### config.mk
export PLATFORM = sky130hd
export DESIGN_NAME = udma_rx_ch_ctrl
export DESIGN_NICKNAME = d
export VERILOG_FILES = /design/src/rtl/udma_rx_ch_ctrl.sv
export SDC_FILE = /design/constraint.sdc
export NUM_CORES = 1
export LEC_CHECK = 0
export BUFFER_PORTS_ARGS = -buffer_cell sky130_fd_sc_hd__buf_2
export CORE_ASPECT_RATIO = 1.75
export CORE_MARGIN = 3
export CORE_UTILIZATION = 45
export CTS_CLUSTER_SIZE = 20
export DETAILED_ROUTE_END_ITERATION = 10
export GPL_TIMING_DRIVEN = 0
export HOLD_SLACK_MARGIN = 0.12
export PLACE_DENSITY = 0.73
export SYNTH_ARGS = -nofsm -noshare
export SYNTH_HDL_FRONTEND = slang
export SYNTH_SLANG_ARGS = --single-unit
### constraint.sdc
create_clock -name clk_i -period 5.2 [get_ports clk_i]
set_input_delay 0.26 -clock clk_i [delete_from_list [all_inputs] [get_ports clk_i]]
set_output_delay 0.26 -clock clk_i [all_outputs]
set_load 0.02 [all_outputs]
### src/rtl/udma_rx_ch_ctrl.sv
// uDMA RX channel controller: peripheral stream beats -> byte-lane L2 writes.
// Build option UDMA_RX_CH_SKID_EN adds a one-entry skid ahead of the request.
module udma_rx_ch_ctrl #(
   parameter int L2_AWIDTH_NOAL = 12,
   parameter int TRANS_SIZE     = 16
) (
   input  logic                      clk_i,
   input  logic                      rstn_i,
   input  logic [L2_AWIDTH_NOAL-1:0] cfg_startaddr_i,
   input  logic [TRANS_SIZE-1:0]     cfg_size_i,
   input  logic                      cfg_continuous_i,
   input  logic                      cfg_en_i,
   input  logic                      cfg_clr_i,
   output logic                      cfg_en_o,
   output logic                      cfg_pending_o,
   output logic [L2_AWIDTH_NOAL-1:0] cfg_curr_addr_o,
   output logic [TRANS_SIZE-1:0]     cfg_bytes_left_o,
   input  logic [31:0]               data_i,
   input  logic [1:0]                data_datasize_i,
   input  logic                      data_valid_i,
   output logic                      data_ready_o,
   output logic                      l2_req_o,
   input  logic                      l2_gnt_i,
   output logic [L2_AWIDTH_NOAL-1:0] l2_addr_o,
   output logic [31:0]               l2_wdata_o,
   output logic [3:0]                l2_be_o,
   output logic                      eot_o
);

   typedef enum logic [1:0] {IDLE, RUN, DRAIN} state_e;

   state_e                    r_state;
   state_e                    w_state_nxt;
   logic                      r_pending;
   logic [L2_AWIDTH_NOAL-1:0] r_sh_addr;
   logic [TRANS_SIZE-1:0]     r_sh_size;
   logic [L2_AWIDTH_NOAL-1:0] r_curr_addr;
   logic [TRANS_SIZE-1:0]     r_bytes_left;
   logic                      r_req;
   logic [L2_AWIDTH_NOAL-1:0] r_addr;
   logic [31:0]               r_wdata;
   logic [3:0]                r_be;
   logic                      r_eot;

   logic                      w_ld_cfg;
   logic                      w_ld_sh;
   logic                      w_capture;
   logic                      w_accept;
   logic                      w_last;
   logic                      w_done;
   logic                      w_ready;
   logic                      w_req_free;
   logic                      w_sk_full;
   logic [2:0]                w_step;
   logic [3:0]                w_be;
   logic [31:0]               w_wdata;

   always_comb begin
      w_step  = 3'd4;
      w_be    = 4'b1111;
      w_wdata = data_i;
      case (data_datasize_i)
         2'd0: begin
            w_step  = 3'd1;
            w_be    = 4'b0001 << r_curr_addr[1:0];
            w_wdata = {4{data_i[7:0]}};
         end
         2'd1: begin
            w_step  = 3'd2;
            w_be    = 4'b0011 << {r_curr_addr[1], 1'b0};
            w_wdata = {2{data_i[15:0]}};
         end
         default: ;
      endcase
   end

   assign w_last     = r_bytes_left <= TRANS_SIZE'(w_step);
   assign w_req_free = ~r_req | l2_gnt_i;
   assign w_accept   = data_valid_i & w_ready;
   // Final grant: nothing may still sit in the skid behind it
   assign w_done     = (r_state == DRAIN) & r_req & l2_gnt_i & ~w_sk_full;

   always_comb begin
      w_state_nxt = r_state;
      w_ld_cfg    = 1'b0;
      w_ld_sh     = 1'b0;
      case (r_state)
         IDLE: begin
            if (r_pending) begin
               w_ld_sh     = 1'b1;
               w_state_nxt = RUN;
            end else if (cfg_en_i && (cfg_size_i != '0)) begin
               w_ld_cfg    = 1'b1;
               w_state_nxt = RUN;
            end
         end
         RUN: begin
            if (w_accept && w_last)
               w_state_nxt = DRAIN;
         end
         DRAIN: begin
            if (w_done) begin
               if (r_pending) begin
                  w_ld_sh     = 1'b1;
                  w_state_nxt = RUN;
               end else if (cfg_continuous_i) begin
                  w_ld_cfg    = 1'b1;
                  w_state_nxt = RUN;
               end else begin
                  w_state_nxt = IDLE;
               end
            end
         end
         default: w_state_nxt = IDLE;
      endcase
      w_capture = (r_state != IDLE) & cfg_en_i & ~r_pending;
      if (cfg_clr_i) begin
         w_state_nxt = IDLE;
         w_ld_cfg    = 1'b0;
         w_ld_sh     = 1'b0;
         w_capture   = 1'b0;
      end
   end

   always_ff @(posedge clk_i or negedge rstn_i) begin
      if (!rstn_i) begin
         r_state      <= IDLE;
         r_pending    <= 1'b0;
         r_sh_addr    <= '0;
         r_sh_size    <= '0;
         r_curr_addr  <= '0;
         r_bytes_left <= '0;
         r_eot        <= 1'b0;
      end else begin
         r_state <= w_state_nxt;
         r_eot   <= w_done & ~cfg_clr_i;
         if (cfg_clr_i) begin
            r_pending <= 1'b0;
         end else if (w_capture) begin
            r_pending <= 1'b1;
            r_sh_addr <= cfg_startaddr_i;
            r_sh_size <= cfg_size_i;
         end else if (w_ld_sh) begin
            r_pending <= 1'b0;
         end
         if (cfg_clr_i) begin
            r_curr_addr  <= '0;
            r_bytes_left <= '0;
         end else if (w_ld_cfg) begin
            r_curr_addr  <= cfg_startaddr_i;
            r_bytes_left <= cfg_size_i;
         end else if (w_ld_sh) begin
            r_curr_addr  <= r_sh_addr;
            r_bytes_left <= r_sh_size;
         end else if (w_accept) begin
            r_curr_addr  <= r_curr_addr + L2_AWIDTH_NOAL'(w_step);
            r_bytes_left <= w_last ? '0 :
                            r_bytes_left - TRANS_SIZE'(w_step);
         end
      end
   end

`ifdef UDMA_RX_CH_SKID_EN
   logic                      r_sk_full;
   logic [L2_AWIDTH_NOAL-1:0] r_sk_addr;
   logic [31:0]               r_sk_wdata;
   logic [3:0]                r_sk_be;

   assign w_sk_full = r_sk_full;
   assign w_ready   = (r_state == RUN) & ~r_sk_full;

   always_ff @(posedge clk_i or negedge rstn_i) begin
      if (!rstn_i) begin
         r_req      <= 1'b0;
         r_addr     <= '0;
         r_wdata    <= '0;
         r_be       <= '0;
         r_sk_full  <= 1'b0;
         r_sk_addr  <= '0;
         r_sk_wdata <= '0;
         r_sk_be    <= '0;
      end else if (cfg_clr_i) begin
         r_req     <= 1'b0;
         r_sk_full <= 1'b0;
      end else if (w_req_free) begin
         if (r_sk_full) begin
            r_req     <= 1'b1;
            r_addr    <= r_sk_addr;
            r_wdata   <= r_sk_wdata;
            r_be      <= r_sk_be;
            r_sk_full <= 1'b0;
         end else if (w_accept) begin
            r_req   <= 1'b1;
            r_addr  <= r_curr_addr;
            r_wdata <= w_wdata;
            r_be    <= w_be;
         end else begin
            r_req <= 1'b0;
         end
      end else if (w_accept) begin
         r_sk_full  <= 1'b1;
         r_sk_addr  <= r_curr_addr;
         r_sk_wdata <= w_wdata;
         r_sk_be    <= w_be;
      end
   end
`else
   assign w_sk_full = 1'b0;
   assign w_ready   = (r_state == RUN) & w_req_free;

   always_ff @(posedge clk_i or negedge rstn_i) begin
      if (!rstn_i) begin
         r_req   <= 1'b0;
         r_addr  <= '0;
         r_wdata <= '0;
         r_be    <= '0;
      end else if (cfg_clr_i) begin
         r_req <= 1'b0;
      end else if (w_accept) begin
         r_req   <= 1'b1;
         r_addr  <= r_curr_addr;
         r_wdata <= w_wdata;
         r_be    <= w_be;
      end else if (l2_gnt_i) begin
         r_req <= 1'b0;
      end
   end
`endif

   assign cfg_en_o         = (r_state != IDLE);
   assign cfg_pending_o    = r_pending;
   assign cfg_curr_addr_o  = r_curr_addr;
   assign cfg_bytes_left_o = r_bytes_left;
   assign data_ready_o     = w_ready;
   assign l2_req_o         = r_req;
   assign l2_addr_o        = r_addr;
   assign l2_wdata_o       = r_wdata;
   assign l2_be_o          = r_be;
   assign eot_o            = r_eot;

endmodule

==> flow_metrics.env <==
export IMPL_synthArstFlopShare=1.00
export IMPL_syn_cell_area_mm2=0.00578
export IMPL_grt_pass1_wl_mm=27.8
export IMPL_crit_path_start="data_datasize_i[0]"
export IMPL_tightest_slew_ns=1.21
export IMPL_n_fill_cell=1100
export IMPL_timing_rr_end="cfg_bytes_left_o[5]$_DFFE_PN0P_"
export IMPL_root_buffer="clkbuf_16"
export IMPL_whs_ns=0.154
export IMPL_drc=0
export IMPL_min_path_type="primary input to flop"
export IMPL_switchingPower_mw=1.25
export IMPL_post_dp_hpwl_mm=13.7
export IMPL_syn2layout_area_growth_pct=22.2
export IMPL_reg2reg_slack_ns=2.09
export IMPL_met2_usage=0.449
export IMPL_fin_tns_setup_ns=0
export IMPL_slew_headroom=0.187
export IMPL_synth_warnings=0
export IMPL_core_mm2=0.0125
export IMPL_seq_area_frac_synth=0.472
export IMPL_outcome="complete, no violations"
export IMPL_dieArea_mm2=0.0143
export IMPL_hold_viol=0
export IMPL_placedCellCount=875
export IMPL_clk_insertion_delay_late_ns=0.35
export IMPL_p_comb_frac=0.379
export IMPL_synth_top_area_share=0.472
export IMPL_fp_dieW_um=91.7
export IMPL_p_int_mw=1.98
export IMPL_via_count=5325
export IMPL_tritoncts="built"
export IMPL_grt_antenna_before_repair=0
export IMPL_insertedDiodeCount=0
export IMPL_period_minus_slack_ns=3.86
export IMPL_fp_row_count=54
export IMPL_vias_per_cell=5.98
export IMPL_synth_fp_nets=635
export IMPL_netlist_instances=559
export IMPL_critPathMaxFanout=10
export IMPL_synth_distinct_cells=68
export IMPL_placed_area_mm2=0.00676
export IMPL_place_gp_congestion=0.953
export IMPL_p_clk_frac=0.218
export IMPL_critPathRequiredTime_ns=5.40
export IMPL_layout_setup_ws_ns=1.34
export IMPL_power_density_mw_per_mm2=457
export IMPL_met1_usage=0.270
export IMPL_final_cells=891
export IMPL_worstPathArrival_ns=4.05
export IMPL_rsz0062_at_grt="no"
export IMPL_dr_pass1_iters=5
export IMPL_portBuffers=147
export IMPL_die_y_um=156
export IMPL_critical_path_class="primary input to flop"
export IMPL_finalMaxSlewViolations=0
export IMPL_clk_pin_slew_ns=0.07
export IMPL_hp_start="cfg_startaddr_i[2]"
export IMPL_nets=795
export IMPL_grt_overflow_total=0
export IMPL_rr_worst_depth=10
export IMPL_ff_latch_area_mm2=0.00273
export IMPL_grt_start_max_net_pins=62
export IMPL_syn_area_per_cell_um2=10.3
export IMPL_p_seq_frac=0.404
export IMPL_irDropWorstVdd_uv=268
export IMPL_setup_viol=0
export IMPL_cts_sinks=109
export IMPL_final_area_mm2=0.00707
export IMPL_synthTopCellsByArea="dfrtp_1 (47%), mux2_2 (9.0%), mux2i_1 (4.8%), nand2_1 (3.1%), o21ai_0 (3.0%)"
export IMPL_end_kind="flop"
export IMPL_start_kind="primary input"
export IMPL_ant_nets=0
export IMPL_grt_pass1_vias=5400
export IMPL_finClkSkew_ns=0.00880
export IMPL_setup_worst_path_end="cfg_bytes_left_o[5]$_DFFE_PN0P_"
export IMPL_h_tree_depth=3
export IMPL_routed_wl_mm=17.9
export IMPL_synth_edf_count=0
export IMPL_grt_usage=0.247
export IMPL_cts_buffers=9
export IMPL_clockBufferDepth=2
export IMPL_post_drt_wl_per_cell_um=20.1
export IMPL_cap_violations=0
export IMPL_drt_iter0_drc=293
export IMPL_met3_usage=0.0357
export IMPL_clock_fmax_ghz=0.259
export IMPL_cts_setup_buffers=0
export IMPL_ys_ff_latch=109
export IMPL_place_ws_ns=1.09
export IMPL_ios=150
export IMPL_yosys_area_top_type="dfrtp_1"
export IMPL_multi_input_area_mm2=0.00288
export IMPL_finalCritPeriodShare=0.742
export IMPL_ys_dominant_reg_cell="dfrtp_1"
export IMPL_p_leak_nw=3.32
export IMPL_regToRegStartpoint="cfg_bytes_left_o[0]$_DFFE_PN0P_"
export IMPL_busiest_layer="met2"
export IMPL_start_util=0.463
export IMPL_drive_gt1_frac=0.320
export IMPL_p_sw_frac=0.387
worst max-delay path, cell delays in order:
cell      delay (ns)
clkbuf_1        0.17
nor2_1          0.96
ha_1            0.36
inv_1           0.07
fa_1            0.40
a211oi_1        0.63
a22oi_1         0.37
or2_1           0.33
buf_6           0.16
a31oi_1         0.22
o211ai_1        0.12
state kept, by name, indices dropped and copies added (netlist names):
register / cells
l2_be_o: 4
l2_req_o: 1
r_sh_size: 16
cfg_bytes_left_o: 16
r_sh_addr: 12
l2_addr_o: 12
cfg_curr_addr_o: 12
r_state: 2
eot_o: 1
l2_wdata_o: 32
cfg_pending_o: 1
logic make-up (layout without fill, tap and decap cells):
| family | Yosys count | in the layout | synth area share |
|---|---|---|---|
| simple gates | 173 | 173 | 0.155 |
| fa+ha+maj | 7 | 7 | 0.0164 |
| xor+xnor | 15 | 15 | 0.0227 |
| mux | 74 | 74 | 0.138 |
| buf+inv | 43 | 207 | 0.0307 |
| compound gates | 138 | 138 | 0.166 |
| flops | 109 | 109 | 0.472 |
Yosys cell counts (all sizes together), types with 3 or more instances:
| cell | instances |
|---|---|
| dfrtp | 109 |
| nand2 | 48 |
| mux2 | 46 |
| o21ai | 36 |
| nor2 | 33 |
| mux2i | 28 |
| nand3 | 28 |
| clkbuf | 26 |
| a21oi | 21 |
| a31oi | 15 |
| xnor2 | 15 |
| o211ai | 11 |
| a221o | 9 |
| buf | 9 |
| nand4 | 9 |
| or4 | 9 |
| nor3 | 8 |
| a211oi | 7 |
| and2 | 6 |
| and3 | 6 |
| ha | 6 |
| inv | 6 |
| or3 | 6 |
| a22oi | 5 |
| a32oi | 5 |
| o221ai | 4 |
| o31ai | 4 |
| nand4b | 3 |
| nor3b | 3 |
| o2111a | 3 |
routing by layer:
metal | part of all wire | wire, um | up-vias
met3 | 0.060 | 1080 | 58
met1 | 0.36 | 6520 | 2583
met5 | 0 | 0 | -
met4 | 0.047 | 847 | 0
met2 | 0.53 | 9430 | 271
li1 | - | - | 2413
placed cells by master, fill, tap and decap left out, drive strengths merged, types with 15 or more instances in the layout:
cell,Yosys,routed
clkbuf,26,36
o21ai,36,36
a21oi,21,21
dfrtp,109,109
mux2,46,46
nand2,48,48
xnor2,15,15
a31oi,15,15
nor2,33,33
nand3,28,28
mux2i,28,28
buf,9,157
final cells by class:
cell class / count / area share
flip-flops and latches: 109 / 0.386
repair buffers: 149 / 0.110
clock buffers: 10 / 0.0338
well taps: 168 / 0.0297
inverters: 8 / 0.00425
multi-input cells: 407 / 0.407
clock inverters: 5 / 0.00850
plain buffers: 35 / 0.0209
stage by stage:
stage | util | total power [mW]
global route | 0.565 | 3.40
floorplan | - | 2.09
CTS | 0.565 | 3.23
global placement | 0.538 | 2.49
detailed placement | 0.541 | 2.53
finish | 0.565 | 3.23
worst min-delay path by stage:
stage | endpoint | slack, ns | cells after the start
2_1_floorplan | cfg_bytes_left_o[0]$_DFFE_PN0P_ | -0.04 | 0
3_3_place_gp | l2_wdata_o[25]$_DFFE_PN0P_ | 0.46 | 2
3_5_place_dp | l2_wdata_o[20]$_DFFE_PN0P_ | 0.41 | 1
4_1_cts | r_sh_addr[2]$_DFFE_PN0P_ | 0.15 | 2
5_1_grt | r_sh_addr[2]$_DFFE_PN0P_ | 0.15 | 2
6_report | r_sh_addr[2]$_DFFE_PN0P_ | 0.15 | 2
power by group through the flow:
| stage | sequential (mW) | clock, mW | combinational, mW |
|---|---|---|---|
| CTS | 1.30 | 0.709 | 1.22 |
| floorplan | 1.48 | 0 | 0.603 |
| global route | 1.34 | 0.742 | 1.32 |
| finish | 1.30 | 0.704 | 1.22 |
| detailed placement | 1.31 | 0 | 1.22 |
| global placement | 1.30 | 0 | 1.19 |
timing repair:
item	4_1_cts	5_1_grt
resized for setup	0	0
hold buffers	1	0
hold endpoints to repair	60	0
Power figures use the tool's default switching activity.
